`src/rtl/mpu_regs_wr_arbiter.sv`:
```
// Round-robin arbiter for the single MPU register-file write port.
// Three writeback sources (ALU, load, host) compete; the winner is latched into a registered write stage.
module mpu_regs_wr_arbiter #(
  parameter int IDX_W  = 5,
  parameter int DATA_W = 64
) (
  input  logic                sys_clk,
  input  logic                sys_rst,
  input  logic                halt,
  input  logic [2:0]          req_valid,
  output logic [2:0]          req_ready,
  input  logic [3*IDX_W-1:0]  req_idx,
  input  logic [3*DATA_W-1:0] req_data,
  input  logic [5:0]          req_size,
  input  logic [8:0]          req_sel,
  input  logic [8:0]          req_r_sel,
  output logic                we,
  output logic [IDX_W-1:0]    w_idx,
  output logic [DATA_W-1:0]   w_data,
  output logic [1:0]          w_size,
  output logic [2:0]          w_sel,
  output logic [2:0]          w_r_sel,
  output logic [31:0]         wr_pending,
  output logic [1:0]          grant_id
);

  // Handshake: a requester raises valid and holds its fields stable; the transfer
  // happens on the rising edge where valid and ready are both high. Ready never
  // rises without valid, and at most one ready is high in any cycle.

  logic [1:0]        last_q, last_d;
  logic              we_q, we_d;
  logic [1:0]        gid_q, gid_d;
  logic [IDX_W-1:0]  idx_q, idx_d;
  logic [DATA_W-1:0] data_q, data_d;
  logic [1:0]        size_q, size_d;
  logic [2:0]        sel_q, sel_d;
  logic [2:0]        rsel_q, rsel_d;

  logic [1:0] cand0, cand1, cand2;
  logic       gnt_hit;
  logic [1:0] gnt_id;
  logic       accept;

  function automatic logic [1:0] next_id(input logic [1:0] id);
    return (id >= 2'd2) ? 2'd0 : id + 2'd1;
  endfunction

  // Lowest priority is written first so the highest-priority valid requester wins.
  always_comb begin
    cand0   = next_id(last_q);
    cand1   = next_id(cand0);
    cand2   = next_id(cand1);
    gnt_hit = 1'b0;
    gnt_id  = 2'd0;
    if (req_valid[cand2]) begin
      gnt_hit = 1'b1;
      gnt_id  = cand2;
    end
    if (req_valid[cand1]) begin
      gnt_hit = 1'b1;
      gnt_id  = cand1;
    end
    if (req_valid[cand0]) begin
      gnt_hit = 1'b1;
      gnt_id  = cand0;
    end
  end

  assign accept    = gnt_hit & ~halt & ~sys_rst;
  assign req_ready = accept ? (3'b001 << gnt_id) : 3'b000;

  always_comb begin
    last_d = last_q;
    we_d   = accept;
    gid_d  = 2'd3;
    idx_d  = idx_q;
    data_d = data_q;
    size_d = size_q;
    sel_d  = sel_q;
    rsel_d = rsel_q;
    if (accept) begin
      last_d = gnt_id;
      gid_d  = gnt_id;
      idx_d  = req_idx[int'(gnt_id)*IDX_W +: IDX_W];
      data_d = req_data[int'(gnt_id)*DATA_W +: DATA_W];
      size_d = req_size[int'(gnt_id)*2 +: 2];
      sel_d  = req_sel[int'(gnt_id)*3 +: 3];
      rsel_d = req_r_sel[int'(gnt_id)*3 +: 3];
    end
  end

  always_ff @(posedge sys_clk or posedge sys_rst) begin
    if (sys_rst) begin
      last_q <= 2'd2;
      we_q   <= 1'b0;
      gid_q  <= 2'd3;
      idx_q  <= '0;
      data_q <= '0;
      size_q <= '0;
      sel_q  <= '0;
      rsel_q <= '0;
    end else begin
      last_q <= last_d;
      we_q   <= we_d;
      gid_q  <= gid_d;
      idx_q  <= idx_d;
      data_q <= data_d;
      size_q <= size_d;
      sel_q  <= sel_d;
      rsel_q <= rsel_d;
    end
  end

  // Hazard mask and grant id come from the output registers only.
  assign we         = we_q;
  assign w_idx      = idx_q;
  assign w_data     = data_q;
  assign w_size     = size_q;
  assign w_sel      = sel_q;
  assign w_r_sel    = rsel_q;
  assign grant_id   = gid_q;
  assign wr_pending = we_q ? (32'd1 << idx_q) : 32'd0;

endmodule

```
`config.mk`:
```
export PLATFORM = sky130hd
export DESIGN_NAME = mpu_regs_wr_arbiter
export DESIGN_NICKNAME = d
export VERILOG_FILES = /design/src/rtl/mpu_regs_wr_arbiter.sv
export SDC_FILE = /design/constraint.sdc
export NUM_CORES = 1
export LEC_CHECK = 0
export ABC_AREA = 1
export BUFFER_PORTS_ARGS = -buffer_cell sky130_fd_sc_hd__buf_4
export CAP_MARGIN = 20
export CELL_PAD_IN_SITES_DETAIL_PLACEMENT = 1
export CELL_PAD_IN_SITES_GLOBAL_PLACEMENT = 2
export CORE_ASPECT_RATIO = 0.9
export CORE_MARGIN = 10
export CORE_UTILIZATION = 21
export CTS_CLUSTER_DIAMETER = 120
export DETAILED_ROUTE_END_ITERATION = 7
export PLACE_DENSITY = 0.8
export SKIP_LAST_GASP = 1
export SLEW_MARGIN = 20
export SYNTH_ARGS = -nofsm -noshare
export SYNTH_HDL_FRONTEND = slang
export SYNTH_SLANG_ARGS = --single-unit
```
`constraint.sdc`:
```
create_clock -name sys_clk -period 4.4 [get_ports sys_clk]
set_clock_uncertainty 0.2 [all_clocks]
set_input_delay 0.66 -clock sys_clk [delete_from_list [all_inputs] [get_ports sys_clk]]
set_output_delay 0.66 -clock sys_clk [all_outputs]
set_load 0.01 [all_outputs]
```
# [Yosys cells after proc, flatten, opt, wreduce, memory -nomap -nowiden]
# Index checks and enable logic that the tools add are counted.
[word_totals] register_bits=82 elab_cells=48
[op_classes] n_bitwise=4 mux=18 shifts=7 n_addsub=3 order_cmp=6 mul=2
[ops] cell="$shiftx 192x9->64" count=1
[ops] cell="$mux 32" count=1
[ops] cell="$shiftx 9x32->3" count=1
[ops] cell="$shl 1x5->32 const A" count=1
[ops] cell="$shiftx 15x6->5" count=1
[ops] cell="$mux 2" count=7
[ops] cell="$lt 2x3->1 const B" count=3
[ops] cell="$shiftx 9x5->3" count=1
[ops] cell="$add 2x1->2 const B" count=3
[ops] cell="$bmux 1 s2" count=3
[ops] cell="$ge 2x2->1 const B" count=3
[ops] cell="$mux 1" count=6
[ops] cell="$shiftx 6x4->2" count=1
[ops] cell="$mul 2x3->5 const B" count=1
[ops] cell="$mul 2x2->4 const B" count=1
[ops] cell="$mux 3" count=1
[ops] cell="$shl 1x2->3 const A" count=1
[ops] cell="$and 1x1->1" count=2
[ops] cell="$not 1->1" count=2

# [Logic depth before layout (Yosys ltp)]
# Gate-level depths: netlist of run 1.
[logic_depth] ltp_word=14 depth_mapped=13 ltp_nobuf=11

# [Worst setup path after synthesis of run 1]
# No wires, ideal clock.
[synth_path] path_kind="input to output" from="in sys_rst" to="out req_ready[0]" arrival_time_ps=3066 slack_ps=474 path_buffers=1 cell_stages=4 cell_sequence="inv_1 > nand3_2 > buf_2 > nor2_1"
[synth_via] elab_chain_len=3
[synth_rtl] item="start, declared" line="8" source="input logic sys_rst,"
[synth_rtl] item="$not 1->1" line="70" source="assign accept = gnt_hit & ~halt & ~sys_rst;"
[synth_rtl] item="$and 1x1->1" line="70"
[synth_rtl] item="$mux 3" line="71" source="assign req_ready = accept ? (3'b001 << gnt_id) : 3'b000;"
[synth_rtl] item="end, declared" line="11" source="output logic [2:0] req_ready,"
# No other way between the ends.

# [Worst setup path after layout of run 1]
[layout_path] from="reg last_q[1]" to="out req_ready[0]"
[layout_via] elab_chain_len=14 word_cells_on_any_way=25 cone_classes="add/sub (3); order compare (3); shift (1); mux (16); bitwise (2)"
[layout_rtl] item="start, declared" line="31" source="logic [1:0] last_q, last_d;"
[layout_rtl] item="start signal, assigned" line="104" source="last_q <= last_d;"
[layout_rtl] item="$add 2x1->2 / $ge 2x2->1 (equally long branches)" line="46" source="return (id >= 2'd2) ? 2'd0 : id + 2'd1;"
[layout_rtl] item="$mux 2 (*)" line="46"
[layout_rtl] item="$add 2x1->2 / $ge 2x2->1 (equally long branches)" line="46"
[layout_rtl] item="$mux 2" line="46"
[layout_rtl] item="$add 2x1->2 / $ge 2x2->1 (equally long branches)" line="46"
[layout_rtl] item="$mux 2" line="46"
[layout_rtl] item="$bmux 1 s2" line="56" source="if (req_valid[cand2]) begin"
[layout_rtl] item="$mux 1 (implied by the code)" line="56"
[layout_rtl] item="$mux 1" line="56"
[layout_rtl] item="$mux 1" line="60" source="if (req_valid[cand1]) begin"
[layout_rtl] item="$mux 1" line="64" source="if (req_valid[cand0]) begin"
[layout_rtl] item="$and 1x1->1 (2 in series)" line="70"
[layout_rtl] item="$mux 3 (*)" line="71"
# Every way passes the cells marked *; elsewhere a longest branch is shown, timed or not. The select of a mux whose other input is x is not followed.

==> results of run 1 <==
[layout by cell type, fill, tap and decap left out, types with 2 or more instances in the layout]
cell type / instances
dfstp_2: 3
buf_4: 359
inv_1: 9
nand3_4: 3
dfrtp_1: 79
clkinv_2: 2
nand4_1: 17
nand2_4: 2
nand2_1: 554
nor2_1: 37
clkbuf_1: 2
nor2_2: 2
nand3_1: 157
clkbuf_16: 9
inv_2: 4
[where the power goes]
part | switching [mW] | internal [mW]
combinational | 2.16 | 1.21
sequential | 0.258 | 1.09
clock | 0.325 | 0.440
[layout make-up]
class	instances	area (sq um)
fill	3534	18200
multi-input combinational	779	3260
timing repair buffer	360	2720
sequential	82	2060
tap	354	443
clock buffer	11	233
clock inverter	5	56.3
inverter	14	55.1
[how the worst min path moves through the flow]
stage | depth (start not counted) | end | slack (ps)
finish | 2 | w_data[41]$_DFFE_PP0P_ | 90
floorplan | 2 | w_data[0]$_DFFE_PP0P_ | 310
global route | 2 | w_data[40]$_DFFE_PP0P_ | 110
CTS | 2 | w_data[39]$_DFFE_PP0P_ | 100
detailed placement | 2 | w_data[36]$_DFFE_PP0P_ | 270
global placement | 2 | w_data[28]$_DFFE_PP0P_ | 260
[sequential cells by signal (all words and copies together), names as in the netlist]
| signal | flops |
|---|---|
| w_data | 64 |
| w_idx | 5 |
| w_r_sel | 3 |
| w_sel | 3 |
| grant_id | 2 |
| last_q | 2 |
| w_size | 2 |
| we | 1 |
[cells by family (layout without fill, tap and decap cells)]
group,count (synthesis),after routing,synth area share
AO/OA/AOI/OAI,4,4,0.00652
buffers and inverters,86,390,0.0800
flip-flops,82,82,0.357
AND/OR/NAND/NOR,775,775,0.556
[metrics by stage]
stage / instances / total power, mW / hold slack [ps] / setup WS (ps) / util
2_1_floorplan: 947 / 3.45 / 314 / 474 / -
3_3_place_gp: 1589 / 4.78 / 264 / 1180 / 0.316
3_5_place_dp: 1589 / 4.82 / 266 / 1090 / 0.316
4_1_cts: 1605 / 5.62 / 99.8 / 1070 / 0.326
5_1_grt: 1605 / 6.04 / 107 / 922 / 0.326
6_report: 1605 / 5.48 / 94.4 / 1140 / 0.326
[layer usage]
metal / vias up / share of wire / global-route usage
met5: - / 0 / 0
met4: 0 / 0.0086 / 0.0298
met3: 14 / 0.094 / 0.0659
met2: 233 / 0.48 / 0.288
met1: 3389 / 0.41 / 0.188
li1: 3569 / - / -
==> reports/metrics.cfg, run 1 <==
[global_route]
grt_first_pass_wirelength_mm=45.7
grt_max_degree=78
first_global_vias=7833
grt_remaining_overflow=0
track_usage=0.165
antenna_found_initial=0

[synth]
yosys_register_bits=82
synth_ff_type=dfrtp_1
synth_cell_type_count=24
synthTopCellsByCount=nand2_1, nand3_1, dfrtp_1, nor2_1, buf_2
syn_nets=1184
synth.most_common_cell=nand2_1
synth.area.top_cells=nand2_1, dfrtp_1, nand3_1
synth_async_sr_flop_share=1.00
postSynthCellCount=947
synth_top_area_cell=nand2_1
synth_edf_count=0
ys_warn_count=0
synth_top_area_frac=0.361
syn_area_per_cell_sq_um=6.08
syn_area_sq_um=5760
seq_area_frac_synth=0.357

[floorplanning]
io_pins=352
die_x_um=195
die_h_um=177
row_count=57
core_area_sq_um=27000
initial_utilization=0.213
dieArea_sq_um=34400

[cts]
cts_hold_buf=0
clock-sinks=82
cts_root_buf=clkbuf_16
cts_buffer_depth=2
clkTransAtPathRegs_ps=70
post_cts_buffers=0
insertion_delay_ps=340
h-tree-depth=3
cts_tree=done
cts_inserted_buffers=9
postCtsResizedCells=0

[worst_setup_path]
setup.worst_path.start=last_q[1]$_DFFE_PP1P_
critical_path_buf_inv_count=2
r2r_slack_ps=1320
r2r_start=last_q[1]$_DFFE_PP1P_
crit_fanout=39
max_stage_delay_ps=660
r2r_cells=9
crit_required_ps=3540
critical_path_class=reg -> out
crit_chain=inv_2 -> nand3_1 -> nand2_1 -> nor2_2 -> nand3_4 -> nand2_4 -> nand2_1 -> nor2_1 -> buf_4
critPathCaptureType=output port
cp_top_family=simple AND/OR/NAND/NOR gates
startpoint_type=flop
cp_common_cell=nand2_1
arrival_ps=2400
r2r_end=w_idx[3]$_DFFE_PP0P_
critPathCapture=req_ready[0]
worst_path_max_delay_cell=dfstp_2
crit_cells=9

[run]
cap_viol_max_count=0

[finish]
drive_gt1_frac=0.313
final_nets=1483
syn2layout_area_growth_pct=53.2
n_antenna_cell=0
final_area_sq_um=8820

[placement]
place.gp.congestion=0.854
place_area_sq_um=8530
dp_hpwl_mm=22.2
io_buffers=351

[sta]
post-route-period-util=0.740
max_slew.worst_pin.slew_ps=975
finalHoldViolCount=0
fmax_mhz=307
setup_viol=0
slew_headroom=0.350
drv_slew=0
fin_tns_setup_ps=0
grt_setup_unrepaired=no
fin_crit_ps=3260

[min_path]
hold_class=in -> async

[outcome]
status=finished clean

[routing]
dr.pass1.iters=4
ant_nets=0
wl_per_cell_um=18.6
routed_wl_mm=29.9
drc=0
drt-initial-drc-count=285
viasPerCell=4.49
num_vias=7205

[power]
vdd_drop_max_uv=299
p_leak_nw=5.11
p_per_area_nw_per_um2=621

Note: power is estimated with default switching activity, not from simulation.
==> run 2: changes to the inputs <==
--- a/config.mk
+++ b/config.mk
@@ -12,10 +12,10 @@
 export CELL_PAD_IN_SITES_GLOBAL_PLACEMENT = 2
 export CORE_ASPECT_RATIO = 0.9
 export CORE_MARGIN = 10
-export CORE_UTILIZATION = 21
+export CORE_UTILIZATION = 18
 export CTS_CLUSTER_DIAMETER = 120
 export DETAILED_ROUTE_END_ITERATION = 7
-export PLACE_DENSITY = 0.8
+export PLACE_DENSITY = 0.72
 export SKIP_LAST_GASP = 1
 export SLEW_MARGIN = 20
 export SYNTH_ARGS = -nofsm -noshare
==> constraint.sdc (replaced) <==
create_clock -name sys_clk -period 2.74 [get_ports sys_clk]
set_clock_uncertainty 0.2 [all_clocks]
set_input_delay 0.411 -clock sys_clk [delete_from_list [all_inputs] [get_ports sys_clk]]
set_output_delay 0.411 -clock sys_clk [all_outputs]
set_load 0.01 [all_outputs]
==> run 2 against run 1 <==
  * Die area increased by 15%
  * Wire length increased by 2.4%
  * Highest routed layer unchanged
  * Combinational power increased by 67%
  * Largest power group unchanged
  * Sequential power increased by 59%
  * Cell count increased by 4.5%
==> reports/metrics.cfg, run 2 (same netlist as run 1, synthesis figures left out) <==
[worst_setup_path]
critPathCapture=req_ready[0]
max_stage_delay_ps=600
r2r_start=last_q[1]$_DFFE_PP1P_
r2r_slack_ps=320
startpoint_type=flop
worst_path_max_delay_cell=dfstp_2
setup.worst_path.start=last_q[1]$_DFFE_PP1P_
critPathCaptureType=output port
cp_common_cell=nor2_2
critical_path_class=reg -> out
r2r_end=w_data[63]$_DFFE_PP0P_
cp_top_family=simple AND/OR/NAND/NOR gates
crit_fanout=7
crit_cells=10
critical_path_buf_inv_count=3
crit_required_ps=2130
crit_chain=buf_12 -> nor2_4 -> inv_2 -> nor2_2 -> nor2_2 -> nand3_4 -> nand2_8 -> nand2_1 -> nor2_1 -> buf_4
arrival_ps=1950
r2r_cells=13

[sta]
max_slew.worst_pin.slew_ps=727
setup_viol=0
fin_tns_setup_ps=0
finalHoldViolCount=0
drv_slew=0
timing.final.ws_setup_ps=174
post-route-period-util=0.936
grt_setup_unrepaired=no
slew_headroom=0.515
fin_crit_ps=2570
fmax_mhz=390

[floorplanning]
die_h_um=190
dieArea_sq_um=39500
io_pins=352
core_area_sq_um=31700
die_x_um=208
row_count=62
initial_utilization=0.181

[min_path]
hold_class=in -> reg

[cts]
clkTransAtPathRegs_ps=80
clock-sinks=82
h-tree-depth=3
insertion_delay_ps=340
cts_tree=done
cts_buffer_depth=2
cts_inserted_buffers=9
cts_root_buf=clkbuf_16

[finish]
mostFrequentLayoutCell=nand2_1
largest_reg_flops=64
drive_gt1_frac=0.320
n_antenna_cell=0
final_cell_mix=nand2_1, buf_4, nand3_1
final_util=0.287
syn2layout_area_growth_pct=58.2
final_nets=1493

[placement]
io_buffers=351
place.gp.congestion=0.848
pre_cts_slack_ps=240
dp_hpwl_mm=23.4

[routing]
num_vias=7223
ant_nets=0
drt-initial-drc-count=225
viasPerCell=4.31
routed_wl_mm=30.6
wl_per_cell_um=18.2
drc=0
dr.pass1.iters=4

[outcome]
status=finished clean

[global_route]
antenna_found_initial=0
grt_first_pass_wirelength_mm=46.7
grt_remaining_overflow=0
track_usage=0.148
first_global_vias=7645
grt_max_degree=81

[power]
total_power_mw=9.10
p_per_area_nw_per_um2=999
vdd_drop_max_uv=389
p_leak_nw=5.20

[run]
cap_viol_max_count=0

[run 2: area by class of cell]
type                    count  area [sq um]
inverters                  14          56.3
repair buffers            370          2870
clock buffers              10           239
fillers                  4029         22600
multi-input cells         779          3290
clock inverters             6          72.6
flip-flops and latches     82          2060
well taps                 416           520
[run 2: worst min path at each step]
stage                           startpoint                     end  slack [ps]  cells after the start
finish                       req_data[150]  w_data[22]$_DFFE_PP0P_         180                      5
global route                 req_data[159]  w_data[31]$_DFFE_PP0P_         190                      5
CTS                          req_data[150]  w_data[22]$_DFFE_PP0P_         160                      5
detailed placement                 sys_rst  w_data[28]$_DFFE_PP0P_         210                      2
global placement                   sys_rst  w_data[28]$_DFFE_PP0P_         210                      2
floorplan           w_data[18]$_DFFE_PP0P_  w_data[18]$_DFFE_PP0P_         310                      2
[run 2: repair_timing]
item                                   4_1_cts  5_1_grt
hold buffers                                 1        0
pin swaps                                    0        1
setup endpoints to repair                    1        3
endpoints found under the hold margin        9        0
gates resized for setup                      2        1
setup buffers                                0        2
[run 2: metal layers]
metal | track usage | wire length, um | part of all wire
met4 | 0.0278 | 299 | 0.0098
met2 | 0.242 | 14000 | 0.46
met3 | 0.0582 | 2760 | 0.090
met5 | 0 | 0 | 0
met1 | 0.181 | 13600 | 0.44
[run 2: worst reg2reg max path: stages, from the launching register on]
cell     delay (ps)
dfstp_2         600
buf_12          130
nor2_4           40
inv_2            90
nor2_2           60
nor2_2          150
nand3_4         130
nand2_8         110
buf_4           190
buf_4           330
nand2_1         110
nand2_1         100
nand2_1          60
nand2_1          70
[run 2: stage by stage]
step	hold WS, ps	cells	instance area [sq um]
floorplan	313	947	5770
global placement	213	1658	8730
detailed placement	211	1658	8730
CTS	157	1675	9070
global route	187	1677	9100
finish	176	1677	9100
[run 2: where the power goes]
group	leakage (nW)	internal [mW]	total, mW	switching (mW)
sequential	1.03	1.74	2.13	0.385
combinational	4.02	2.13	5.64	3.52
clock	0.150	0.743	1.33	0.583
total	5.20	4.61	9.10	4.48
==> run 3: changes to the inputs <==
--- a/config.mk
+++ b/config.mk
@@ -12,10 +12,10 @@
 export CELL_PAD_IN_SITES_GLOBAL_PLACEMENT = 2
 export CORE_ASPECT_RATIO = 0.9
 export CORE_MARGIN = 10
-export CORE_UTILIZATION = 18
+export CORE_UTILIZATION = 22
 export CTS_CLUSTER_DIAMETER = 120
 export DETAILED_ROUTE_END_ITERATION = 7
-export PLACE_DENSITY = 0.72
+export PLACE_DENSITY = 0.83
 export SKIP_LAST_GASP = 1
 export SLEW_MARGIN = 20
 export SYNTH_ARGS = -nofsm -noshare
==> constraint.sdc (replaced) <==
create_clock -name sys_clk -period 3.3 [get_ports sys_clk]
set_clock_uncertainty 0.2 [all_clocks]
set_input_delay 0.495 -clock sys_clk [delete_from_list [all_inputs] [get_ports sys_clk]]
set_output_delay 0.495 -clock sys_clk [all_outputs]
set_load 0.01 [all_outputs]
==> run 3 against run 2 <==
  * Clock-buffer cell count grew 1
  * Sequential power decreased by 16%
  * Wire length decreased by 2.6%
  * Critical endpoint unchanged
  * Largest power group unchanged
==> reports/metrics.cfg, run 3 (same netlist as run 1, synthesis figures left out) <==
[floorplanning]
die_h_um=173
dieArea_sq_um=33000
initial_utilization=0.222
die_x_um=190
core_area_sq_um=25900
io_pins=352
row_count=56

[sta]
post-route-period-util=0.883
max_slew.worst_pin.slew_ps=999
fmax_mhz=343
slew_headroom=0.334
grt_setup_unrepaired=no
setup_viol=0
finalHoldViolCount=0
fin_crit_ps=2910
drv_slew=0
fin_tns_setup_ps=0

[cts]
insertion_delay_ps=350
postCtsResizedCells=0
h-tree-depth=3
cts_inserted_buffers=9
cts_root_buf=clkbuf_16
cts_hold_buf=0
cts_tree=done
clkTransAtPathRegs_ps=70
cts_buffer_depth=2
post_cts_buffers=0
clock-sinks=82

[global_route]
first_global_vias=7788
grt_remaining_overflow=0
track_usage=0.174
grt_first_pass_wirelength_mm=45.8
grt_max_degree=78
antenna_found_initial=1

[worst_setup_path]
critPathCaptureType=output port
startpoint_type=flop
r2r_start=last_q[1]$_DFFE_PP1P_
r2r_cells=9
critical_path_class=reg -> out
crit_fanout=21
setup.worst_path.start=last_q[1]$_DFFE_PP1P_
arrival_ps=2220
crit_required_ps=2600

[finish]
fill_cells=3390
seq_area_sq_um=2060
drive_gt1_frac=0.317
largest_reg_flops=64
syn2layout_area_growth_pct=55.0
final_nets=1487
multi_input_area_sq_um=3260
final_cell_mix=nand2_1, buf_4, nand3_1
mostFrequentLayoutCell=nand2_1

[power]
clkPwrFrac=0.146
total_power_mw=7.44
swShare=0.492
p_per_area_nw_per_um2=834
p_comb_frac=0.615
seqPwrFrac=0.239
switchingPower_mw=3.66
p_leak_nw=5.16
vdd_drop_max_uv=431
intPower_mw=3.78

[routing]
drt-initial-drc-count=291
wl_per_cell_um=18.6
dr.pass1.iters=4
routed_wl_mm=29.8
ant_nets=0
drc=0
viasPerCell=4.56
num_vias=7319

[outcome]
status=finished clean

[min_path]
hold_class=in -> async

[placement]
dp_hpwl_mm=21.9
io_buffers=351
place.gp.congestion=0.792

[run]
cap_viol_max_count=0

[run 3: worst max-delay path, cell delays in order (launching register included)]
cell     delay [ps]
dfstp_2         650
inv_2            70
nand3_1         160
nand2_1          90
nor2_2          190
nand3_4         120
nand2_4         240
nand2_1          90
nor2_1          110
buf_4           140
[run 3: layout make-up]
class                   instances  area share
diodes                          1    0.000280
clock buffers                  11      0.0283
clock inverters                 5     0.00687
inverters                      14     0.00631
multi-input cells             779       0.366
flip-flops and latches         82       0.230
well taps                     348      0.0488
repair buffers                364       0.313
[run 3: path summary, 6_finish.rpt]
path,endpoint,slack [ps]
worst max-delay path,req_ready[0],390
worst min-delay path,w_data[19]$_DFFE_PP0P_,170
worst max register to register,w_data[26]$_DFFE_PP0P_,740
worst min register to register,w_data[58]$_DFFE_PP0P_,280
max in group asynchronous,w_data[59]$_DFFE_PP0P_,1720
min in group sys_clk,w_data[39]$_DFFE_PP0P_,260
[run 3: per-stage QoR]
stage	hold slack [ps]	util	cells	setup slack, ps	instance area (sq um)
after floorplan	314	-	947	311	5760
after global placement	263	0.332	1587	763	8610
after detailed placement	266	0.332	1587	718	8610
after CTS	197	0.344	1603	320	8920
after global routing	219	0.344	1604	179	8920
final	169	0.344	1604	386	8920
[run 3: power by group through the flow]
stage / sequential, mW / combinational, mW / clock, mW
after global placement: 1.78 / 4.66 / 0
after detailed placement: 1.79 / 4.73 / 0
after floorplan: 1.89 / 2.71 / 0
after CTS: 1.79 / 4.73 / 1.13
after global routing: 1.85 / 5.18 / 1.17
final: 1.78 / 4.58 / 1.08
[run 3: routing by layer]
layer  wire [um]  track usage
met5           0            0
met4         261       0.0341
met3        2680       0.0660
met2       14200        0.291
met1       12700        0.209
